`src/rtl/control_pkg.sv`:
```
// Shared constants and decode bundle for the multicycle RV32I controller.
// Opcodes, select codes and FSM state encodings live here.
package control_pkg;

  localparam logic [6:0] OP_R      = 7'b0110011;
  localparam logic [6:0] OP_I      = 7'b0010011;
  localparam logic [6:0] OP_LOAD   = 7'b0000011;
  localparam logic [6:0] OP_STORE  = 7'b0100011;
  localparam logic [6:0] OP_BRANCH = 7'b1100011;
  localparam logic [6:0] OP_JAL    = 7'b1101111;
  localparam logic [6:0] OP_JALR   = 7'b1100111;
  localparam logic [6:0] OP_LUI    = 7'b0110111;
  localparam logic [6:0] OP_AUIPC  = 7'b0010111;

  localparam logic [6:0] F7_BASE = 7'b0000000;
  localparam logic [6:0] F7_ALT  = 7'b0100000;

  localparam logic [3:0] ALU_ADD   = 4'd0;
  localparam logic [3:0] ALU_SUB   = 4'd12;
  localparam logic [3:0] ALU_SRA   = 4'd13;
  localparam logic [3:0] ALU_PASSB = 4'd15;

  localparam logic [2:0] IMM_NONE = 3'b000;
  localparam logic [2:0] IMM_I    = 3'b001;
  localparam logic [2:0] IMM_S    = 3'b010;
  localparam logic [2:0] IMM_B    = 3'b011;
  localparam logic [2:0] IMM_U    = 3'b100;
  localparam logic [2:0] IMM_J    = 3'b101;

  localparam logic [1:0] WB_MEM = 2'b00;
  localparam logic [1:0] WB_ALU = 2'b01;
  localparam logic [1:0] WB_PC4 = 2'b10;

  localparam logic [2:0] S_FETCH     = 3'd0;
  localparam logic [2:0] S_DECODE    = 3'd1;
  localparam logic [2:0] S_EXECUTE   = 3'd2;
  localparam logic [2:0] S_MEMORY    = 3'd3;
  localparam logic [2:0] S_WRITEBACK = 3'd4;
  localparam logic [2:0] S_TRAP      = 3'd5;

  typedef struct packed {
    logic [2:0] imm_sel;
    logic       a_sel;
    logic       b_sel;
    logic [3:0] alu_sel;
    logic [2:0] mem_split;
    logic [1:0] wb_sel;
    logic       illegal;
    logic       is_load;
    logic       is_store;
    logic       is_branch;
    logic       is_jump;
  } dec_t;

  // ALU codes for add..and coincide with funct3
  function automatic logic [3:0] alu_op(
    input logic [2:0] f3,
    input logic       alt
  );
    if (alt && f3 == 3'b000) return ALU_SUB;
    if (alt && f3 == 3'b101) return ALU_SRA;
    return {1'b0, f3};
  endfunction

endpackage

```
`src/rtl/instruction_decoder.sv`:
```
// Combinational field decode of the latched instruction word:
// datapath selects, instruction class and the illegal flag.
module instruction_decoder
  import control_pkg::*;
(
  input  logic [31:0] instr,
  output dec_t        dec
);

  logic [6:0] op;
  logic [2:0] f3;
  logic [6:0] f7;
  logic       unused_bits;

  assign op = instr[6:0];
  assign f3 = instr[14:12];
  assign f7 = instr[31:25];
  assign unused_bits = ^{instr[24:15], instr[11:7]};

  always_comb begin
    dec = '0;
    dec.alu_sel = ALU_ADD;
    dec.wb_sel = WB_ALU;
    unique case (1'b1)
      (op == OP_R): begin
        dec.alu_sel = alu_op(f3, f7[5]);
        dec.illegal = !(f7 == F7_BASE ||
          (f7 == F7_ALT && (f3 == 3'b000 || f3 == 3'b101)));
      end
      (op == OP_I): begin
        dec.imm_sel = IMM_I;
        dec.b_sel = 1'b1;
        dec.alu_sel = alu_op(f3, f3 == 3'b101 && f7[5]);
        dec.illegal = (f3 == 3'b001 && f7 != F7_BASE) ||
          (f3 == 3'b101 && f7 != F7_BASE && f7 != F7_ALT);
      end
      (op == OP_LOAD): begin
        dec.imm_sel = IMM_I;
        dec.b_sel = 1'b1;
        dec.mem_split = f3;
        dec.wb_sel = WB_MEM;
        dec.is_load = 1'b1;
        dec.illegal = f3 == 3'b011 || f3 == 3'b110 || f3 == 3'b111;
      end
      (op == OP_STORE): begin
        dec.imm_sel = IMM_S;
        dec.b_sel = 1'b1;
        dec.mem_split = f3;
        dec.is_store = 1'b1;
        dec.illegal = f3 > 3'b010;
      end
      (op == OP_BRANCH): begin
        dec.imm_sel = IMM_B;
        dec.a_sel = 1'b1;
        dec.b_sel = 1'b1;
        dec.is_branch = 1'b1;
        dec.illegal = f3 == 3'b010 || f3 == 3'b011;
      end
      (op == OP_JAL): begin
        dec.imm_sel = IMM_J;
        dec.a_sel = 1'b1;
        dec.b_sel = 1'b1;
        dec.wb_sel = WB_PC4;
        dec.is_jump = 1'b1;
      end
      (op == OP_JALR): begin
        dec.imm_sel = IMM_I;
        dec.b_sel = 1'b1;
        dec.wb_sel = WB_PC4;
        dec.is_jump = 1'b1;
        dec.illegal = f3 != 3'b000;
      end
      (op == OP_LUI): begin
        dec.imm_sel = IMM_U;
        dec.b_sel = 1'b1;
        dec.alu_sel = ALU_PASSB;
      end
      (op == OP_AUIPC): begin
        dec.imm_sel = IMM_U;
        dec.a_sel = 1'b1;
        dec.b_sel = 1'b1;
      end
      default: dec.illegal = 1'b1;
    endcase
  end

endmodule

```
`src/rtl/multicycle_control.sv`:
```
// Multicycle RV32I control FSM with instruction register,
// memory wait counter and sticky trap causes.
module multicycle_control
  import control_pkg::*;
#(
  parameter int unsigned MEM_TIMEOUT     = 15,
  parameter bit          TRAP_ON_ILLEGAL = 1'b1
) (
  input  logic        clk,
  input  logic        rst,
  input  logic [31:0] instruction,
  input  logic        branch_taken,
  input  logic        mem_ready,
  output logic        mem_req,
  output logic        instr_write_enable,
  output logic        pc_write_enable,
  output logic        register_write_enable,
  output logic        memory_write_enable,
  output logic        pc_select,
  output logic [2:0]  immediate_select,
  output logic        a_select,
  output logic        b_select,
  output logic [3:0]  alu_select,
  output logic [2:0]  memory_split_option,
  output logic [1:0]  write_back_select,
  output logic        illegal_instruction,
  output logic        timeout,
  output logic [2:0]  state
);

  localparam logic [7:0] TMO_LIM = 8'(MEM_TIMEOUT);

  logic [2:0]  state_q;
  logic [2:0]  nxt;
  logic [7:0]  cnt_q;
  logic [7:0]  cnt_inc;
  logic [31:0] ir_q;
  logic        ill_q;
  logic        tmo_q;
  logic        req;
  logic        iwe;
  logic        pwe;
  logic        rwe;
  logic        mwe;
  logic        psel;
  logic        ill_trap;
  logic        tmo_trap;
  dec_t        dec;

  instruction_decoder u_dec (
    .instr (ir_q),
    .dec   (dec)
  );

  assign cnt_inc = cnt_q + 8'd1;
  assign tmo_trap = req && !mem_ready && cnt_inc == TMO_LIM;
  assign ill_trap = state_q == S_DECODE && dec.illegal &&
    TRAP_ON_ILLEGAL;

  always_comb begin
    nxt = state_q;
    req = 1'b0;
    iwe = 1'b0;
    pwe = 1'b0;
    rwe = 1'b0;
    mwe = 1'b0;
    psel = 1'b0;
    case (state_q)
      S_FETCH: begin
        req = 1'b1;
        if (mem_ready) begin
          iwe = 1'b1;
          nxt = S_DECODE;
        end
      end
      S_DECODE: begin
        if (dec.illegal)
          nxt = TRAP_ON_ILLEGAL ? S_TRAP : S_WRITEBACK;
        else
          nxt = S_EXECUTE;
      end
      S_EXECUTE: begin
        if (dec.is_branch) begin
          pwe = 1'b1;
          psel = branch_taken;
          nxt = S_FETCH;
        end else if (dec.is_load || dec.is_store) begin
          nxt = S_MEMORY;
        end else begin
          nxt = S_WRITEBACK;
        end
      end
      S_MEMORY: begin
        req = 1'b1;
        mwe = dec.is_store;
        if (mem_ready) begin
          pwe = dec.is_store;
          nxt = dec.is_store ? S_FETCH : S_WRITEBACK;
        end
      end
      S_WRITEBACK: begin
        // an illegal op reaching here is a NOP: advance PC only
        rwe = !dec.illegal;
        pwe = 1'b1;
        psel = dec.is_jump && !dec.illegal;
        nxt = S_FETCH;
      end
      S_TRAP: nxt = S_TRAP;
      default: nxt = S_TRAP;
    endcase
    if (tmo_trap) nxt = S_TRAP;
  end

  always_ff @(posedge clk) begin
    if (rst) begin
      state_q <= S_FETCH;
      cnt_q <= '0;
      ir_q <= '0;
      ill_q <= 1'b0;
      tmo_q <= 1'b0;
    end else begin
      state_q <= nxt;
      if (iwe) ir_q <= instruction;
      if (mem_ready || nxt != state_q) cnt_q <= '0;
      else if (req) cnt_q <= cnt_inc;
      if (ill_trap) ill_q <= 1'b1;
      if (tmo_trap) tmo_q <= 1'b1;
    end
  end

  assign mem_req = !rst && req;
  assign instr_write_enable = !rst && iwe;
  assign pc_write_enable = !rst && pwe;
  assign register_write_enable = !rst && rwe;
  assign memory_write_enable = !rst && mwe;
  assign pc_select = !rst && psel;
  assign immediate_select = rst ? IMM_NONE : dec.imm_sel;
  assign a_select = !rst && dec.a_sel;
  assign b_select = !rst && dec.b_sel;
  assign alu_select = rst ? ALU_ADD : dec.alu_sel;
  assign memory_split_option = rst ? 3'b000 : dec.mem_split;
  assign write_back_select = rst ? WB_MEM : dec.wb_sel;
  assign illegal_instruction = !rst && ill_q;
  assign timeout = !rst && tmo_q;
  assign state = rst ? S_FETCH : state_q;

endmodule

```
`config.mk`:
```
export PLATFORM = sky130hd
export DESIGN_NAME = multicycle_control
export DESIGN_NICKNAME = d
export VERILOG_FILES = /design/src/rtl/control_pkg.sv /design/src/rtl/instruction_decoder.sv /design/src/rtl/multicycle_control.sv
export SDC_FILE = /design/constraint.sdc
export NUM_CORES = 1
export LEC_CHECK = 0
export ABC_AREA = 1
export CAP_MARGIN = 0
export CORE_MARGIN = 1
export CORE_UTILIZATION = 30
export DETAILED_ROUTE_END_ITERATION = 16
export REMOVE_ABC_BUFFERS = 1
export SYNTH_ARGS = -nofsm -noshare
export SYNTH_HDL_FRONTEND = slang
export SYNTH_SLANG_ARGS = --single-unit
```
`constraint.sdc`:
```
create_clock -name clk -period 3.3 [get_ports clk]
set_input_delay 0.33 -clock clk [delete_from_list [all_inputs] [get_ports clk]]
set_output_delay 0.33 -clock clk [all_outputs]
set_load 0.02 [all_outputs]
```
==> results.txt <==
- TritonCTS built the clock tree.
* Pwr/cell area: 376.3 mW/mm^2
- Area fraction in and, or, nand and nor cells after synthesis: 41.93%
* Total power of the final layout: 962.3 uW
- Worst IR Drop VDD: approximately 0.14 mV
* Global-route wire length before repair: about 8500 um
* Ranking of synthesized cells by instance count: sky130_fd_sc_hd__nand2_1, sky130_fd_sc_hd__nor2_1, sky130_fd_sc_hd__inv_1, sky130_fd_sc_hd__dfxtp_1, sky130_fd_sc_hd__o21ai_0
- Combined global-route utilization of all metal layers: 16.41%
- Transition time of the tightest slew-check pin: approximately 0.43 ns
- After the last flow step, the layout net total stands at 401.
- Most used flip-flop cell after synthesis: sky130_fd_sc_hd__dfxtp_1
* Post-Synth Adder-Cell Area: between 1 and 1.5%
* Initial antenna violation count: 0
- Post-synthesis share of cell area spent on xor and xnor gates: less than 1%
* Clk sinks: 30
- The final-report max-slew violation count is 0.
* Synthesized netlist cell count: between 300 and 400
- LEAKAGE: between 1 and 1.5 nW
- Complex-gate fraction of the synthesized area: between 10 and 15%
- Endpoints failing hold: 0
* Critical path capture point: pc_select
* Cell area after technology mapping: 0.001946 mm^2
- Logic depth of the worst register-to-register path: 14
* Mean post-synth cell area: ~6 um^2
* Maximum number of buffers from clock root to sink: 2
* Count of nets left with antenna violations after detail routing: 0
* Start point of the critical path: ir_q[5]$_SDFFE_PP0P_
- Yosys top cell by area: sky130_fd_sc_hd__dfxtp_1
- The core region is about 0.0061 mm^2.
- The startpoint identified for the worst register-to-register timing path is state_q[0]$_SDFF_PP0_.
- Dividing the detail-routed via count by the number of cells gives about 4.7.
- For this run, asynchronously set or reset flops after synthesis account for 0%.
* Rows: 28
- Number of antenna cells inserted: 0
- Root buffer cell: sky130_fd_sc_hd__clkbuf_8
* Pin count of the biggest net entering global routing: 30
- Number of gates resized after cts: 0
- Synthesis Warnings: 0
- Buffers inserted during clock tree synthesis total 5.
- Along the worst path, the maximum fanout reaches 8.
- Post CTS Setup Buffer Count: 0
* X dimension of the die: between 80 and 90 um
- Number of global-route vias before repair: around 1900
- Total Wirelength: 4897 um
* Final critical path time including I/O delays and setup: about 2.8 ns
* Latest clock arrival within the worst-skew pair: 0.29 ns
- MaxCap Viol Count: 0
- In this run the tightest slew margin relative to its limit is a little under three quarters.
- Number of endpoints failing setup at the final stage: 0
- Top cells by area in the synthesized netlist: sky130_fd_sc_hd__dfxtp_1, sky130_fd_sc_hd__nand2_1, sky130_fd_sc_hd__nor2_1
- The number of different library cells used by synthesis comes to 27.
- Routability-driven placement congestion ratio: approximately 0.86
- The share of the Yosys chip area taken by registers is a little under a third.
- Counting flops with a built-in enable in the synthesized netlist gives 0.
- Static timing analysis puts the maximum clock frequency at approximately 350 MHz.
* Final clock skew: 0.009338 ns
- After clock tree synthesis, the flow added hold-fix buffers numbering 0.
- Final HPWL DP: between 3000 and 4000 um
* Arrival @ worst endpoint: around 2.5 ns
- Port buffer count: 45
- Detailed routing inserted a total of about 2100 vias.
- Data required, critical path: approximately 3.0 ns
- In the final routed layout, each cell accounts on average for around 11 um.
- DR DRC count: 0
* Area delta synth->final: 31.45%
- Yosys reg bits: 30
- The die covers 0.006811 mm^2.
* Combinational family with the most area after synthesis: simple AND/OR/NAND/NOR gates
- Setup repair after global routing left no endpoint under its margin.
* Iteration count of the initial detailed-routing pass: 5
* Most frequent cell after synthesis: sky130_fd_sc_hd__nand2_1
- STA classifies the critical path endpoint as a primary output.
* Die Ht: just over 80 um
- For flop-to-flop paths, the worst setup slack is 1.11 ns.
* Share of final-layout standard cells stronger than drive strength 1: between 10% and 20%
- The tightest min-delay check is of the flip-flop to flip-flop type.
- 61 I/O pins were placed.
- After clock tree synthesis, the clock-pin slew on the worst setup and hold paths is ~0.06 ns.
- Capturing point of the worst reg2reg path: cnt_q[2]$_SDFFE_PP0N_
- Sum of negative setup slack: 0 ns
- Of the post-synthesis cell area, the part taken by muxes is 0%.
* Startpoint kind of the worst setup timing path: flip-flop
- Area share of the largest cell type after synthesis: 30.87%
* Initial standard-cell utilization of the core: roughly a third
* Number of design-rule violations left by the first detailed-router iteration: approximately 100
- After layout, the worst path uses a little under nine tenths of the clock period.
* Number of levels the H-tree was split into: 2
- Gr ovfl total: 0
- Outcome: completed
* Category of the most critical setup path: flip-flop to primary output
[per-layer routing]
| metal | part of all wire [%] | vias to the layer above | global-route usage [%] |
|---|---|---|---|
| li1 | - | 1100 | - |
| met1 | 49 | 921 | 21.22 |
| met2 | 45 | 52 | 26.69 |
| met3 | 5.0 | 6 | 3.297 |
| met4 | 1.6 | 0 | 6.379 |
| met5 | 0 | - | 0 |
[how the worst min path moves through the flow]
| stage | from | slack, ns | cells past startpoint | endpoint |
|---|---|---|---|---|
| after detailed placement | ill_q$_SDFFE_PP0P_ | 0.45 | 2 | ill_q$_SDFFE_PP0P_ |
| after floorplan | rst | 0.40 | 1 | ill_q$_SDFFE_PP0P_ |
| after CTS | ir_q[25]$_SDFFE_PP0P_ | 0.46 | 2 | ir_q[25]$_SDFFE_PP0P_ |
| after global routing | ir_q[25]$_SDFFE_PP0P_ | 0.47 | 2 | ir_q[25]$_SDFFE_PP0P_ |
| final | ir_q[25]$_SDFFE_PP0P_ | 0.45 | 2 | ir_q[25]$_SDFFE_PP0P_ |
| after global placement | ir_q[28]$_SDFFE_PP0P_ | 0.44 | 2 | ir_q[28]$_SDFFE_PP0P_ |
[flip-flops by register name, summed over array words and instances (netlist names)]
| register | cells |
|---|---|
| cnt_q | 8 |
| ill_q | 1 |
| ir_q | 17 |
| state_q | 3 |
| tmo_q | 1 |
[report_power, final]
part	internal [mW]	switching, mW
logic	0.100	0.159
clock network	0.145	0.131
registers	0.397	0.0303
[area by class of cell]
cell class                 count  area, um^2
tap                           75       93.84
inverter                      45       168.9
multi-input combinational    232        1137
timing repair buffer          49       480.5
clock buffer                   7       76.32
fill                         689        3538
sequential                    30       600.6
[critical path, cell delays in order (launching register included)]
cell                              delay [ns]
sky130_fd_sc_hd__dfxtp_1                0.48
sky130_fd_sc_hd__nand3_2                0.18
sky130_fd_sc_hd__nor2_4                 0.15
sky130_fd_sc_hd__nor2_1                 0.07
sky130_fd_sc_hd__nand2_2                0.07
sky130_fd_sc_hd__nand2_2                0.06
sky130_fd_sc_hd__nor2_4                 0.11
sky130_fd_sc_hd__nand4_1                0.12
sky130_fd_sc_hd__or2_1                  0.23
sky130_fd_sc_hd__a21oi_1                0.13
sky130_fd_sc_hd__clkdlybuf4s50_1        0.62
[cells by family (layout without fill, tap and decap cells)]
logic type,count (synthesis),after routing
XOR/XNOR,2,2
AND/OR/NAND/NOR,175,175
flip-flops,30,30
adder cells (fa/ha/maj),2,2
buffers and inverters,55,101
AO/OA/AOI/OAI,53,53
[cell usage in the layout, fill, tap and decap left out, types with 3 or more instances in the layout]
cell type / synthesis / routed
sky130_fd_sc_hd__buf_4: 0 / 4
sky130_fd_sc_hd__inv_2: 11 / 11
sky130_fd_sc_hd__nand2_2: 9 / 9
sky130_fd_sc_hd__dfxtp_1: 30 / 30
sky130_fd_sc_hd__nor2_1: 50 / 50
sky130_fd_sc_hd__clkbuf_8: 0 / 5
sky130_fd_sc_hd__nand2_1: 58 / 58
sky130_fd_sc_hd__nor3_1: 9 / 9
sky130_fd_sc_hd__a31oi_1: 3 / 3
sky130_fd_sc_hd__a21oi_1: 19 / 19
sky130_fd_sc_hd__nor2_2: 11 / 11
sky130_fd_sc_hd__o21ai_1: 3 / 3
sky130_fd_sc_hd__o21ai_0: 26 / 26
sky130_fd_sc_hd__clkdlybuf4s50_1: 0 / 45
sky130_fd_sc_hd__nor2_4: 4 / 4
sky130_fd_sc_hd__inv_1: 34 / 34
sky130_fd_sc_hd__nand3_1: 25 / 25
[per-stage QoR]
stage	hold WS, ns	setup WS, ns	std cells	utilization, %	instance area [um^2]
after floorplan	0.3991	1.353	307	-	1907
after global placement	0.4417	0.8050	431	40.70	2481
after detailed placement	0.4477	0.7915	431	40.70	2481
after CTS	0.4571	0.4644	438	41.95	2557
after global routing	0.4726	0.2935	438	41.95	2557
final	0.4523	0.4691	438	41.95	2557
Note: power is estimated with default switching activity, not from simulation.
